`src/rtl/dmem_access_ctrl.sv`:
```
// dmem_access_ctrl - MEM-stage data-memory access controller (LC-3b).
// Converts level-held load/store requests from the MEM stage into exactly one
// registered data-cache transaction each, returns a one-cycle completion pulse
// with registered read data, and stalls the MEM stage while access is pending.
//
// Ports:
//   clk, rst_n          clock, asynchronous active-low reset
//   req_read/req_write  MEM-stage load/store request (level, held while stalled)
//   req_addr/req_wdata  access address / store data
//   req_byte_en         store byte enables
//   pipe_advance        MEM pipeline register loads this cycle
//   req_restart         current instruction needs another access (LDI/STI)
//   cache_resp/_rdata   data-cache completion and read data
//   mem_read/mem_write  registered cache strobes
//   mem_address/_wdata  captured address / store data
//   mem_byte_enable     captured enables (2'b11 for reads)
//   mem_resp            one-cycle completion pulse
//   mem_rdata           last completed read data, held
//   mem_stall           stall MEM stage and upstream (combinational)
module dmem_access_ctrl (
  input  logic        clk,
  input  logic        rst_n,
  input  logic        req_read,
  input  logic        req_write,
  input  logic [15:0] req_addr,
  input  logic [15:0] req_wdata,
  input  logic [1:0]  req_byte_en,
  input  logic        pipe_advance,
  input  logic        req_restart,
  input  logic        cache_resp,
  input  logic [15:0] cache_rdata,
  output logic        mem_read,
  output logic        mem_write,
  output logic [15:0] mem_address,
  output logic [15:0] mem_wdata,
  output logic [1:0]  mem_byte_enable,
  output logic        mem_resp,
  output logic [15:0] mem_rdata,
  output logic        mem_stall
);

  typedef enum logic [1:0] {IDLE, BUSY, DONE} state_t;

  state_t state;

  always_ff @(posedge clk or negedge rst_n) begin
    if (!rst_n) begin
      state           <= IDLE;
      mem_read        <= 1'b0;
      mem_write       <= 1'b0;
      mem_address     <= '0;
      mem_wdata       <= '0;
      mem_byte_enable <= '0;
      mem_resp        <= 1'b0;
      mem_rdata       <= '0;
    end else begin
      mem_resp <= 1'b0;
      case (state)
        IDLE: begin
          if (req_read | req_write) begin
            mem_address     <= req_addr;
            mem_wdata       <= req_wdata;
            // A simultaneous read+write is issued as the write alone.
            mem_write       <= req_write;
            mem_read        <= ~req_write;
            mem_byte_enable <= req_write ? req_byte_en : 2'b11;
            state           <= BUSY;
          end
        end
        BUSY: begin
          if (cache_resp) begin
            if (mem_read) begin
              mem_rdata <= cache_rdata;
            end
            mem_read  <= 1'b0;
            mem_write <= 1'b0;
            mem_resp  <= 1'b1;
            state     <= DONE;
          end
        end
        DONE: begin
          // Held requests are ignored here so they are never reissued.
          if (pipe_advance | req_restart) begin
            state <= IDLE;
          end
        end
        default: state <= IDLE;
      endcase
    end
  end

  always_comb begin
    mem_stall = 1'b0;
    case (state)
      IDLE:    mem_stall = req_read | req_write;
      BUSY:    mem_stall = 1'b1;
      default: mem_stall = 1'b0;
    endcase
  end

endmodule

```
`config.mk`:
```
export PLATFORM = sky130hd
export DESIGN_NAME = dmem_access_ctrl
export DESIGN_NICKNAME = d
export VERILOG_FILES = /design/src/rtl/dmem_access_ctrl.sv
export SDC_FILE = /design/constraint.sdc
export NUM_CORES = 1
export LEC_CHECK = 0
export ABC_CLOCK_PERIOD_IN_PS = 1600
export CAP_MARGIN = 25
export CORE_MARGIN = 2
export CORE_UTILIZATION = 36
export DETAILED_ROUTE_END_ITERATION = 10
export PLACE_DENSITY = 0.76
export RECOVER_POWER = 100
export SLEW_MARGIN = 0
export SYNTH_ARGS = -nofsm -noshare
export SYNTH_HDL_FRONTEND = slang
export SYNTH_SLANG_ARGS = --single-unit
export TNS_END_PERCENT = 30
```
`constraint.sdc`:
```
create_clock -name clk -period 1.6 [get_ports clk]
set_clock_uncertainty 0.15 [all_clocks]
set_input_delay 0.24 -clock clk [delete_from_list [all_inputs] [get_ports clk]]
set_output_delay 0.24 -clock clk [all_outputs]
set_load 0.005 [all_outputs]
```
==> impl_metrics.ini, run 1 <==
[logic_synthesis]
syn_inst = 130
async_reset_ff_share_pct = 100
synth-xor-area-share_pct = 0
synth_adder_area_share_pct = 0
synth_seq_area_share_pct = 60.9
yosysMostFrequentCell = dfrtp_1
synth_mux_area_share_pct = 30.2
synth-compound-area-share_pct = 3.27
synth_area_leaders = dfrtp_1, mux2_4, mux2_2, buf_6, o22a_1
ys_seq_elements = 55
synth_nets = 187
synth.distinct_cells = 20
yosys.area.top_type = dfrtp_1
synth-edff-count = 0
synth-warning-count = 0
avgSynthCellArea_um2 = 17.4
synth-simple-area-share_pct = 1.88
synth.top_cell.area_share_pct = 60.9
synth_top_family_by_area = multiplexers
synth_common_cells = dfrtp_1, mux2_4, mux2_2, buf_6, inv_1
synth_ff_type = dfrtp_1
syn_area_um2 = 2260

[min_path]
worstHoldPathType = in -> async

[setup_path]
cpPeakStageDelay_ps = 610
path_cells = dlygate4sd3_1 > o21a_4 > buf_6 > clkbuf_16 > buf_4 > o22a_1
cpLargestDelayFamily = buffers and inverters
start_kind = input pin
reg2reg_from = state[0]
rrSetupSlack_ps = -30
path_class = in -> reg
crit_slowest_cell = dlygate4sd3_1
r2r-end = mem_address[3]
crit_fanout = 6
cp.arrival_ps = 1700
rr_worst_depth = 6
critPathBufInv = 4
worst_setup_path_end_kind = flip-flop
critPathRequiredTime_ps = 1640

[timing]
hold_viol_final = 0
slew_viol_final = 0
rsz0062_at_grt = yes
worstMarginPinSlew_ps = 890
timing.fmax_ghz = 0.603
fin_crit_ps = 1660
whs_ps = 353
fin_crit_sh_pct = 104
max_slew_margin_pct = 40.6
setup_slack_ps = -58.1
setup_viol = 46

[routing]
routed_via_density = 4.62
wl_per_cell_um = 16.6
drc = 0
dr.first_iter.drc_count = 52
drt_wl_total_um = 5700
vias = 1583
ant_nets = 0
first_pass_iters = 4

[die]
io_pins = 111
die_area_um2 = 6920
die_x_um = 83.2
die_h_um = 83.2
start_util_pct = 37.7
num_rows = 28
placeableCoreArea_um2 = 5990

[layout]
nets = 324
layout-drive-gt1-share_pct = 33.2
diodes = 0
area_growth_pct = 70.4
n_fill_cell = 459

[clocking]
cts_made_buffers = 5
cts_buffer_depth = 2
cts_root_buffer = clkbuf_8
clock_sinks = 55
clk_latency_ps = 300
cts_max_level = 2
path_clk_slew_ps = 100
cts_tree = yes

[global_route]
grt_pass1_vias = 1768
grt_pass1_wl_um = 9080
gr-usage-all-layers_pct = 16.6
antenna_found_initial = 0
grt_max_degree = 37
overflow = 0

[pwr]
worst_ir_drop_vdd_mv = 0.940
power.density_nw_per_um2 = 1870
power.total_w = 0.00718
p_leak_nw = 1.74

[place]
dp_hpwl_um = 4070
gp_congestion = 0.824
port_buffers = 110

[flow_run]
maxCapViolations = 0

[outcome]
violations = setup timing
status = finished with violations
## cells in the final DEF (no fill, tap or decap), types with 2 or more instances in the layout
cell type | netlist | routed
clkdlybuf4s50_1 | 0 | 67
dfrtp_1 | 55 | 53
mux2_4 | 38 | 42
clkdlybuf4s25_1 | 0 | 36
buf_4 | 1 | 10
mux2_2 | 10 | 6
clkbuf_8 | 0 | 6
buf_12 | 0 | 5
inv_1 | 4 | 4
dlygate4sd2_1 | 0 | 4
buf_6 | 4 | 4
o22a_1 | 2 | 2
a21oi_1 | 2 | 2
clkbuf_16 | 0 | 2
dlygate4sd3_1 | 0 | 2
buf_2 | 0 | 2
dfrtp_2 | 0 | 2
clkbuf_2 | 0 | 2
## cells by family (layout without fill, tap and decap cells)
logic type	count (synthesis)	after routing
AOI/OAI and AO/OA	10	10
buffers and inverters	10	148
DFF	55	55
muxes	48	48
and+or+nand+nor	7	7
## flip-flops by register name, summed over array words and instances, names as in the netlist
name,flops
mem_address,16
mem_resp,1
mem_read,1
mem_rdata,16
mem_byte_enable,2
mem_wdata,16
mem_write,1
state,2
## layout make-up
class                   count  area, µm²  area share, %
well taps                  75       93.8           2.44
repair buffers            136       1410           36.6
inverters                   4       15.0          0.390
clock buffers               6       82.6           2.15
clock inverters             2       35.0          0.910
multi-input cells          65        836           21.7
flip-flops and latches     55       1380           35.8
## per-stage QoR
stage          setup slack [ps]  TNS (ps)  cell area, µm²  utilization, %  instances
2_1_floorplan              8.76         0            2260               -        130
3_3_place_gp               -214     -6400            3530            58.9        322
3_5_place_dp               -245     -7300            3530            58.9        322
4_1_cts                   -93.5     -1170            3810            63.6        342
5_1_grt                    -102     -3800            3850            64.2        343
6_report                  -58.1     -1070            3850            64.2        343
## power breakdown
group | switching (W) | internal [W] | total [W]
clock network | 0.000439 | 0.000507 | 0.000946
logic | 0.00110 | 0.00263 | 0.00374
registers | 0.000413 | 0.00209 | 0.00250
total | 0.00195 | 0.00523 | 0.00718
## per-layer routing
| metal | global-route usage, % | wire (µm) | up-vias | part of all wire (%) |
|---|---|---|---|---|
| li1 | - | - | 729 | - |
| met1 | 20.0 | 2310 | 795 | 40 |
| met2 | 29.4 | 3060 | 57 | 54 |
| met3 | 4.17 | 303 | 2 | 5.3 |
| met4 | 4.32 | 34 | 0 | 0.60 |
| met5 | 0 | 0 | - | 0 |
## what timing repair did
| item | CTS | global route |
|---|---|---|
| buffers inserted | 9 | 0 |
| gates resized for setup | 18 | 43 |
| cloned | 2 | 2 |
| hold buffers | 1 | 0 |
| pin swaps | 1 | 3 |
| hold endpoints to repair | 55 | 0 |
| endpoints found under the setup margin | 23 | 85 |
## how the worst max path moves through the flow
stage,startpoint,endpoint,slack (ps),depth (start not counted)
2_1_floorplan,state[0],mem_address[0],9,6
5_1_grt,state[0],mem_address[0],-100,6
3_5_place_dp,req_write,mem_stall,-240,4
3_3_place_gp,req_write,mem_stall,-210,4
4_1_cts,state[0],mem_address[5],-90,7
6_report,req_write,mem_byte_enable[0],-60,6
## worst reg2reg max path, delay by kind of cell, from the launching register on
kind / cells / cell delay [ps]
mux: 1 / 290
simple gates: 1 / 100
flops: 1 / 420
buf+inv: 3 / 390
compound gates: 1 / 160
No activity file was read; power rests on OpenSTA's default activity.
==> run 2, diff against run 1 <==
Settings changed: SKIP_LAST_GASP set to 1, TNS_END_PERCENT 30 to 1.
==> impl_metrics.ini, run 2 (same netlist as run 1, synthesis figures left out) <==
[outcome]
status = finished with violations
violations = setup timing

[timing]
max_slew_margin_pct = 40.9
rsz0062_at_grt = yes
timing.fmax_ghz = 0.610
fin_setup_tns_ps = -871
fin_crit_sh_pct = 102
whs_ps = 351
setup_viol = 48
fin_crit_ps = 1640
slew_viol_final = 0
setup_slack_ps = -38.3
worstMarginPinSlew_ps = 887
hold_viol_final = 0

[setup_path]
cp-endpoint = mem_wdata[13]
critPathRequiredTime_ps = 1640
start_kind = flip-flop
crit_start = state[0]
cpPeakStageDelay_ps = 420
r2r-end = mem_wdata[13]
path_class = reg -> reg
path_cells = buf_6 > nor2_4 > o21a_4 > buf_6 > clkbuf_16 > mux2_4
crit_fanout = 5
cp.arrival_ps = 1680
rrSetupSlack_ps = -40
worst_setup_path_end_kind = flip-flop
cpMostUsedCell = buf_6
reg2reg_from = state[0]
crit_slowest_cell = dfrtp_2
rr_worst_depth = 6

[layout]
top_regs = mem_address (16), mem_rdata (16), mem_wdata (16)
nets = 325
diodes = 0
mostFrequentLayoutCells = clkdlybuf4s50_1, dfrtp_1, mux2_4
layout-drive-gt1-share_pct = 33.5
area_growth_pct = 70.4
layout_commonest_cell = clkdlybuf4s50_1

[global_route]
grt_pass1_wl_um = 9090
antenna_found_initial = 0
grt_pass1_vias = 1771
overflow = 0
gr-usage-all-layers_pct = 16.6
grt_max_degree = 37

[routing]
vias = 1588
wl_per_cell_um = 16.4
ant_nets = 0
first_pass_iters = 4
drt_wl_total_um = 5630
dr.first_iter.drc_count = 50
routed_via_density = 4.62
drc = 0

[clocking]
cts_buffer_depth = 2
clk_latency_ps = 300
cts_made_buffers = 5
path_clk_slew_ps = 100
cts_tree = yes
cts_root_buffer = clkbuf_8
cts_max_level = 2
clock_sinks = 55

[die]
die_area_um2 = 6920
placeableCoreArea_um2 = 5990
die_h_um = 83.2
num_rows = 28
die_x_um = 83.2
start_util_pct = 37.7
io_pins = 111

[min_path]
worstHoldPathType = in -> async

[pwr]
p_leak_nw = 1.73
power.density_nw_per_um2 = 1910
power.total_w = 0.00734
worst_ir_drop_vdd_mv = 0.943

[place]
dp_hpwl_um = 4070
port_buffers = 110
gp_congestion = 0.824

[flow_run]
maxCapViolations = 0
-- run 2: cell type report --
class	instances	area, µm²
clock buffer	6	82.6
multi-input combinational	65	825
clock inverter	2	35.0
timing repair buffer	137	1420
fill	452	2140
sequential	55	1380
inverter	4	15.0
tap	75	93.8
-- run 2: power breakdown --
group | switching, W | internal (W)
clock | 0.000439 | 0.000507
combinational | 0.00109 | 0.00281
sequential | 0.000413 | 0.00209
-- run 2: through the flow --
stage,setup slack [ps],instance area (µm²),utilization (%),cells
after global placement,-214,3530,58.9,322
after CTS,-93.5,3810,63.6,341
after floorplan,8.76,2260,-,130
after global routing,-108,3850,64.2,344
after detailed placement,-245,3530,58.9,322
final,-38.3,3850,64.2,344
-- run 2: how the worst min path moves through the flow --
stage          start        endpoint  slack, ps  depth (start not counted)
2_1_floorplan  rst_n  mem_address[0]       -210                          0
3_3_place_gp   rst_n   mem_rdata[13]         70                          2
3_5_place_dp   rst_n    mem_rdata[8]         80                          2
4_1_cts        rst_n    mem_rdata[8]        280                          3
5_1_grt        rst_n    mem_rdata[8]        380                          3
6_report       rst_n    mem_rdata[8]        350                          3
-- run 2: what timing repair did --
item,in CTS,in global routing
setup buffers,8,2
endpoints found under the hold margin,55,0
pin swaps,1,1
hold buffers,1,0
cloned,2,2
endpoints found under the setup margin,23,88
resized for setup,15,4
-- run 2: routing by layer --
layer	share of wire [%]	track usage, %
met1	40	20.1
met2	53	29.3
met3	5.2	4.17
met4	1.2	4.32
met5	0	0
-- run 2: worst max-delay path, delay by kind of cell (launching register included) --
kind,cells,cell delay [ps]
DFF,1,420
buffers and inverters,3,400
muxes,1,290
AOI/OAI and AO/OA,1,160
and+or+nand+nor,1,100
